<file path="src/rtl/motor_assist_sequencer_if.sv">
// rtl/motor_assist_sequencer_if.sv - request/safety inputs and sequenced setpoint outputs of the motor sequencer
interface motor_assist_sequencer_if;
    logic [11:0] AssistanceRequirement;
    logic [11:0] ThrottleTest;
    logic        MotorModeSelect;
    logic        BrakeApplied;
    logic        CadenceCheck;
    logic [11:0] ResolvedRoll;
    logic [11:0] ResolvedPitch;
    logic [11:0] MotorSetting;
    logic        MotorEnable;
    logic [2:0]  SeqState;
    logic        FaultLatched;

    modport master (
        output AssistanceRequirement, ThrottleTest, MotorModeSelect, BrakeApplied,
        output CadenceCheck, ResolvedRoll, ResolvedPitch,
        input  MotorSetting, MotorEnable, SeqState, FaultLatched
    );

    modport slave (
        input  AssistanceRequirement, ThrottleTest, MotorModeSelect, BrakeApplied,
        input  CadenceCheck, ResolvedRoll, ResolvedPitch,
        output MotorSetting, MotorEnable, SeqState, FaultLatched
    );
endinterface

</file>
<file path="src/rtl/motor_assist_sequencer.sv">
// rtl/motor_assist_sequencer.sv - arm/soft-start/slew sequencer with brake and tilt kill and fault hold
// Optional feature macro MOTOR_SEQ_THROTTLE_OVERRIDE_EN selects the twist throttle when MotorModeSelect=0.
module motor_assist_sequencer #(
    parameter int TICK_DIV   = 50000,
    parameter int ARM_TICKS  = 200,
    parameter int HOLD_TICKS = 500,
    parameter int STEP       = 8,
    parameter int TILT_LIMIT = 450
) (
    input  logic c50m,
    input  logic reset_n,
    motor_assist_sequencer_if.slave bus
);
    typedef enum logic [2:0] {
        IDLE       = 3'd0,
        ARM        = 3'd1,
        RAMP       = 3'd2,
        RUN        = 3'd3,
        BRAKE_HOLD = 3'd4,
        FAULT      = 3'd5
    } state_t;

    state_t      state;
    logic [15:0] presc;
    logic [15:0] cnt;
    logic [11:0] setting;
    logic        enable;
    logic        fault;

    logic [11:0] target;
    logic [12:0] ramp_sum;
    logic [11:0] ramp_sat;
    logic [11:0] ramp_next;
    logic        tick;
    logic        tilt;
    logic        go;
    logic        brake;
    logic        cadence;

    // |x| of a 12-bit two's complement angle; -2048 has no positive twin and clamps to 2047
    function automatic logic [11:0] abs12(input logic [11:0] v);
        if (v == 12'h800)
            return 12'h7FF;
        else if (v[11])
            return ~v + 12'd1;
        else
            return v;
    endfunction

`ifdef MOTOR_SEQ_THROTTLE_OVERRIDE_EN
    assign target = bus.MotorModeSelect ? bus.AssistanceRequirement : bus.ThrottleTest;
`else
    logic unused_inputs;
    assign target        = bus.AssistanceRequirement;
    assign unused_inputs = ^{bus.MotorModeSelect, bus.ThrottleTest};
`endif

    assign brake     = bus.BrakeApplied;
    assign cadence   = bus.CadenceCheck;
    assign tick      = (presc == 16'(TICK_DIV - 1));
    assign tilt      = (abs12(bus.ResolvedRoll)  > 12'(TILT_LIMIT)) ||
                       (abs12(bus.ResolvedPitch) > 12'(TILT_LIMIT));
    assign go        = (target != 12'd0) && cadence && !brake && !tilt;
    assign ramp_sum  = {1'b0, setting} + 13'(STEP);
    assign ramp_sat  = ramp_sum[12] ? 12'hFFF : ramp_sum[11:0];
    assign ramp_next = (ramp_sat > target) ? target : ramp_sat;

    always_ff @(posedge c50m or negedge reset_n) begin
        if (!reset_n) begin
            state   <= IDLE;
            presc   <= '0;
            cnt     <= '0;
            setting <= '0;
            enable  <= 1'b0;
            fault   <= 1'b0;
        end else begin
            presc <= tick ? 16'd0 : presc + 16'd1;
            if (tilt && state != FAULT) begin
                state   <= FAULT;
                setting <= '0;
                enable  <= 1'b0;
                fault   <= 1'b1;
                cnt     <= '0;
            end else if (brake && (state == ARM || state == RAMP || state == RUN)) begin
                state   <= BRAKE_HOLD;
                setting <= '0;
                enable  <= 1'b0;
                cnt     <= '0;
            end else begin
                case (state)
                    IDLE: begin
                        if (go) begin
                            state <= ARM;
                            cnt   <= '0;
                        end
                    end
                    ARM: begin
                        if (!go) begin
                            state <= IDLE;
                            cnt   <= '0;
                        end else if (tick) begin
                            if (cnt == 16'(ARM_TICKS - 1)) begin
                                state  <= RAMP;
                                enable <= 1'b1;
                                cnt    <= '0;
                            end else begin
                                cnt <= cnt + 16'd1;
                            end
                        end
                    end
                    RAMP: begin
                        if (!cadence || target == 12'd0) begin
                            state   <= IDLE;
                            setting <= '0;
                            enable  <= 1'b0;
                            cnt     <= '0;
                        end else if (tick) begin
                            setting <= ramp_next;
                            if (ramp_next == target) begin
                                state <= RUN;
                                cnt   <= '0;
                            end
                        end
                    end
                    RUN: begin
                        // decreases bypass the tick so the rider backing off is felt at once
                        if (!cadence || target == 12'd0) begin
                            state   <= IDLE;
                            setting <= '0;
                            enable  <= 1'b0;
                            cnt     <= '0;
                        end else if (target < setting) begin
                            setting <= target;
                        end else if (tick) begin
                            setting <= ramp_next;
                        end
                    end
                    BRAKE_HOLD: begin
                        if (brake) begin
                            cnt <= '0;
                        end else if (tick) begin
                            if (cnt == 16'(HOLD_TICKS - 1)) begin
                                state <= IDLE;
                                cnt   <= '0;
                            end else begin
                                cnt <= cnt + 16'd1;
                            end
                        end
                    end
                    FAULT: begin
                        // cnt is a flag here: safe since the previous tick, so a second tick means a full tick held
                        if (tilt || target != 12'd0) begin
                            cnt <= '0;
                        end else if (tick) begin
                            if (cnt != 16'd0) begin
                                state <= IDLE;
                                fault <= 1'b0;
                                cnt   <= '0;
                            end else begin
                                cnt <= 16'd1;
                            end
                        end
                    end
                    default: begin
                        state   <= IDLE;
                        setting <= '0;
                        enable  <= 1'b0;
                        fault   <= 1'b0;
                        cnt     <= '0;
                    end
                endcase
            end
        end
    end

    assign bus.MotorSetting = setting;
    assign bus.MotorEnable  = enable;
    assign bus.SeqState     = state;
    assign bus.FaultLatched = fault;
endmodule

</file>
<file path="src/flat_wrapper.sv">
// flat-port wrapper written by rule: the top's interface ports become plain ports
module motor_assist_sequencer_flat 
#(
    parameter int TICK_DIV   = 50000,
    parameter int ARM_TICKS  = 200,
    parameter int HOLD_TICKS = 500,
    parameter int STEP       = 8,
    parameter int TILT_LIMIT = 450
)
  (c50m, reset_n, bus_AssistanceRequirement, bus_ThrottleTest, bus_MotorModeSelect, bus_BrakeApplied, bus_CadenceCheck, bus_ResolvedRoll, bus_ResolvedPitch, bus_MotorSetting, bus_MotorEnable, bus_SeqState, bus_FaultLatched);
  motor_assist_sequencer_if bus_i ();
  input  logic c50m;
  input  logic reset_n;
  input wire logic [$bits(bus_i.AssistanceRequirement)-1:0] bus_AssistanceRequirement;
  input wire logic [$bits(bus_i.ThrottleTest)-1:0] bus_ThrottleTest;
  input wire logic [$bits(bus_i.MotorModeSelect)-1:0] bus_MotorModeSelect;
  input wire logic [$bits(bus_i.BrakeApplied)-1:0] bus_BrakeApplied;
  input wire logic [$bits(bus_i.CadenceCheck)-1:0] bus_CadenceCheck;
  input wire logic [$bits(bus_i.ResolvedRoll)-1:0] bus_ResolvedRoll;
  input wire logic [$bits(bus_i.ResolvedPitch)-1:0] bus_ResolvedPitch;
  output wire logic [$bits(bus_i.MotorSetting)-1:0] bus_MotorSetting;
  output wire logic [$bits(bus_i.MotorEnable)-1:0] bus_MotorEnable;
  output wire logic [$bits(bus_i.SeqState)-1:0] bus_SeqState;
  output wire logic [$bits(bus_i.FaultLatched)-1:0] bus_FaultLatched;
  assign bus_i.AssistanceRequirement = bus_AssistanceRequirement;
  assign bus_i.ThrottleTest = bus_ThrottleTest;
  assign bus_i.MotorModeSelect = bus_MotorModeSelect;
  assign bus_i.BrakeApplied = bus_BrakeApplied;
  assign bus_i.CadenceCheck = bus_CadenceCheck;
  assign bus_i.ResolvedRoll = bus_ResolvedRoll;
  assign bus_i.ResolvedPitch = bus_ResolvedPitch;
  assign bus_MotorSetting = bus_i.MotorSetting;
  assign bus_MotorEnable = bus_i.MotorEnable;
  assign bus_SeqState = bus_i.SeqState;
  assign bus_FaultLatched = bus_i.FaultLatched;
  motor_assist_sequencer #(.TICK_DIV(TICK_DIV), .ARM_TICKS(ARM_TICKS), .HOLD_TICKS(HOLD_TICKS), .STEP(STEP), .TILT_LIMIT(TILT_LIMIT)) u_core (.c50m(c50m), .reset_n(reset_n), .bus(bus_i));
endmodule
</file>
<file path="config.mk">
export PLATFORM = sky130hd
export DESIGN_NAME = motor_assist_sequencer_flat
export DESIGN_NICKNAME = d
export VERILOG_FILES = /design/src/rtl/motor_assist_sequencer_if.sv /design/src/rtl/motor_assist_sequencer.sv /design/src/flat_wrapper.sv
export SDC_FILE = /design/constraint.sdc
export NUM_CORES = 1
export LEC_CHECK = 0
export CAP_MARGIN = 20
export CORE_ASPECT_RATIO = 1.4
export CORE_MARGIN = 5
export CORE_UTILIZATION = 56
export DETAILED_ROUTE_END_ITERATION = 8
export PLACE_DENSITY = 0.91
export SKIP_LAST_GASP = 1
export SYNTH_ARGS = -nofsm -noshare
export SYNTH_HDL_FRONTEND = slang
export SYNTH_SLANG_ARGS = --single-unit
</file>
<file path="constraint.sdc">
create_clock -name c50m -period 4.75 [get_ports c50m]
set_input_delay 0.95 -clock c50m [delete_from_list [all_inputs] [get_ports c50m]]
set_output_delay 0.95 -clock c50m [all_outputs]
set_load 0.01 [all_outputs]
</file>
==> results.json <==
{
  "dp_hpwl_mm": 9.70,
  "avgRoutedWirePerCell_um": 17.7,
  "ctsHoldBuffers": 0,
  "dp_slack_ns": 0.575,
  "multiInputGateArea_um2": 3150,
  "synthXorXnorAreaFrac_pct": 3.78,
  "via_per_inst": 6.60,
  "gp_congestion": 0.971,
  "setup-tns-final_ns": 0,
  "endpoint_kind": "register",
  "htreeDepth": 2,
  "rows": 39,
  "ys_seq_elements": 49,
  "antenna_found_initial": 0,
  "start_kind": "register",
  "maxSlewHeadroom_pct": 51.5,
  "wirelength_mm": 13.1,
  "start_util_pct": 56.9,
  "setup_slack_ns": 0.718,
  "synth_top_family_by_area": "simple AND/OR/NAND/NOR gates",
  "timing.fmax_ghz": 0.248,
  "synthMuxAreaShare_pct": 0.432,
  "numCtsBuffers": 5,
  "grt_pass1_wl_mm": 21.9,
  "synth_compound_area_share_pct": 24.3,
  "synth_cell_types": 74,
  "final-seq-area_um2": 1230,
  "final_max_slew_viol_count": 0,
  "synth_edf_count": 0,
  "finalSetupViolations": 0,
  "grt_util_all_layers_pct": 25.7,
  "cts_root_buffer": "clkbuf_16",
  "timing.final.crit_share_pct": 84.9,
  "hp-class": "register to register",
  "rsz0062_at_grt": "false",
  "ant_nets": 0,
  "finalClockSkew_ns": 0.00760,
  "first_iter_violations": 387,
  "worstPathMaxFanout": 11,
  "clkSinkCount": 49,
  "nets": 717,
  "grt-ovfl-total": 0,
  "power-per-cell-area_nw_per_um2": 198,
  "grt_max_degree": 50,
  "clk_pin_slew_ns": 0.07,
  "min_period_ns": 4.03,
  "dr.pass1.iters": 5,
  "drive_above_1_share_pct": 5.35,
  "dieArea_um2": 10200,
  "synth_warnings": 0,
  "core_um2": 8150,
  "seq_area_frac_synth_pct": 26.5,
  "yosys.area_share.adder_pct": 7.83,
  "drcViolationCount": 0,
  "crit_arrival_ns": 4.20,
  "worst_slew_pin_slew_ns": 0.718,
  "min_from": "u_core.presc[0]",
  "clk_latency_ns": 0.29,
  "final-hold-violation-count": 0,
  "fp.dieH_um": 118,
  "synth_area_um2": 4640,
  "rr_startpoint": "u_core.bus.MotorSetting[6]",
  "num_antenna_cells": 0,
  "syn-mean-instance-area_um2": 7.90,
  "crit_type": "register to register",
  "leakage_uw": 0.00230,
  "vias": 4872,
  "total_power_uw": 1080,
  "netlist_instances": 587,
  "fillers": 630,
  "synth_simple_gate_area_share_pct": 31.5,
  "startpoint": "u_core.bus.MotorSetting[6]",
  "drv_cap": 0,
  "required_ns": 4.91,
  "clockBufferDepth": 2,
  "grt_pass1_vias": 4769,
  "ys_async_sr_fraction_pct": 100,
  "syn_nets": 669,
  "port-buffer-count": 56,
  "fp.dieW_um": 86.9,
  "post_cts_resized": 0,
  "pin_count": 70,
  "status": "finished clean",
  "cts_tree": "built",
  "ys.flop_type": "dfrtp_1",
  "peakVddDrop_mv": 0.167,
  "cts_setup_buffers": 0,
  "area_growth_syn_to_layout_pct": 17.5
}
area by class of cell:
| class | count | share of cell area, % |
|---|---|---|
| multi-input cells | 473 | 57.8 |
| flip-flops and latches | 49 | 22.5 |
| repair buffers | 65 | 11.4 |
| inverters | 41 | 2.82 |
| well taps | 102 | 2.34 |
| clock buffers | 5 | 2.30 |
| clock inverters | 3 | 0.804 |
where the power goes:
group / internal, uW / total, uW / switching [uW]
combinational: 104 / 220 / 116
clock: 250 / 417 / 167
sequential: 427 / 439 / 11.6
flip-flops by register name (all words and copies together), names as in the netlist:
register	cells
u_core.bus.SeqState	3
u_core.presc	16
u_core.bus.FaultLatched	1
u_core.bus.MotorSetting	12
u_core.bus.MotorEnable	1
u_core.cnt	16
kinds of logic after synthesis:
group	after synthesis
flip-flops	49
XOR/XNOR	20
adder cells (fa/ha/maj)	29
multiplexers	2
AND/OR/NAND/NOR	265
AO/OA/AOI/OAI	157
buffers and inverters	65
per-stage QoR:
stage / hold WS [ns] / cell area [um2] / instances / utilization [%]
2_1_floorplan: 0.451 / 4640 / 587 / -
3_3_place_gp: 0.479 / 5280 / 730 / 64.8
3_5_place_dp: 0.487 / 5280 / 730 / 64.8
4_1_cts: 0.496 / 5450 / 738 / 66.9
5_1_grt: 0.527 / 5450 / 738 / 66.9
6_report: 0.497 / 5450 / 738 / 66.9
cells in the mapped netlist (10+ instances only):
| master | n | area (um2) |
|---|---|---|
| nand2_1 | 54 | 203 |
| dfrtp_1 | 49 | 1230 |
| inv_1 | 40 | 150 |
| nor2_1 | 39 | 146 |
| ha_1 | 29 | 363 |
| o21ai_0 | 27 | 135 |
| nand3_1 | 25 | 125 |
| nor3_1 | 24 | 120 |
| a21oi_1 | 22 | 110 |
| nor4_1 | 19 | 119 |
| and3_1 | 17 | 106 |
| nor2b_1 | 17 | 106 |
| clkbuf_1 | 15 | 56.3 |
| o211ai_1 | 15 | 113 |
| nand4_1 | 13 | 81.3 |
| nand2b_1 | 12 | 75.1 |
| a22o_1 | 11 | 96.3 |
| o21ai_1 | 10 | 50.1 |
| xnor2_1 | 10 | 87.6 |
| xor2_1 | 10 | 87.6 |
layer usage:
layer	GRT usage [%]	part of all wire [%]	vias up
li1	-	-	2300
met1	30.1	38	2286
met5	0	0	-
met2	44.4	52	234
met3	3.57	6.4	52
met4	12.8	3.9	0
worst paths after layout:
| path | endpoint | slack (ns) | cells past startpoint |
|---|---|---|---|
| worst max-delay path | u_core.bus.MotorSetting[1] | 0.72 | 12 |
| worst min-delay path | u_core.presc[0] | 0.50 | 1 |
| worst max register to register | u_core.bus.MotorSetting[1] | 0.72 | 12 |
| worst min register to register | u_core.presc[0] | 0.50 | 1 |
| max in group asynchronous | u_core.presc[13] | 3.56 | 2 |
| min in group asynchronous | u_core.cnt[11] | 0.76 | 2 |
placed cells by master (no fill, tap or decap), drive strengths merged, types with 9 or more instances in the layout:
cell	netlist	final
o211ai	15	15
o22ai	9	9
xor2	10	10
o21ai	37	37
xnor2	10	10
nor2b	17	17
clkdlybuf4s50	0	55
inv	40	41
nor2	39	39
a22o	11	11
nand2	54	54
dfrtp	49	49
buf	9	10
a31oi	9	9
and3	17	17
nand3	25	25
a21oi	22	22
ha	29	29
nand4	13	13
nor4	19	19
nor3	24	24
nand2b	12	12
critical path, cell delays in order (launching register included):
cell and delay [ns]:
dfrtp_1 0.57, nand3_1 0.35, nor4_1 0.54, nor2_1 0.15
ha_1 0.34, a21oi_1 0.16, nand2_1 0.08, a221oi_1 0.47
a21oi_1 0.17, buf_4 0.21, or2_2 0.31, a21boi_0 0.38
o22ai_1 0.15
Power figures use the tool's default switching activity.
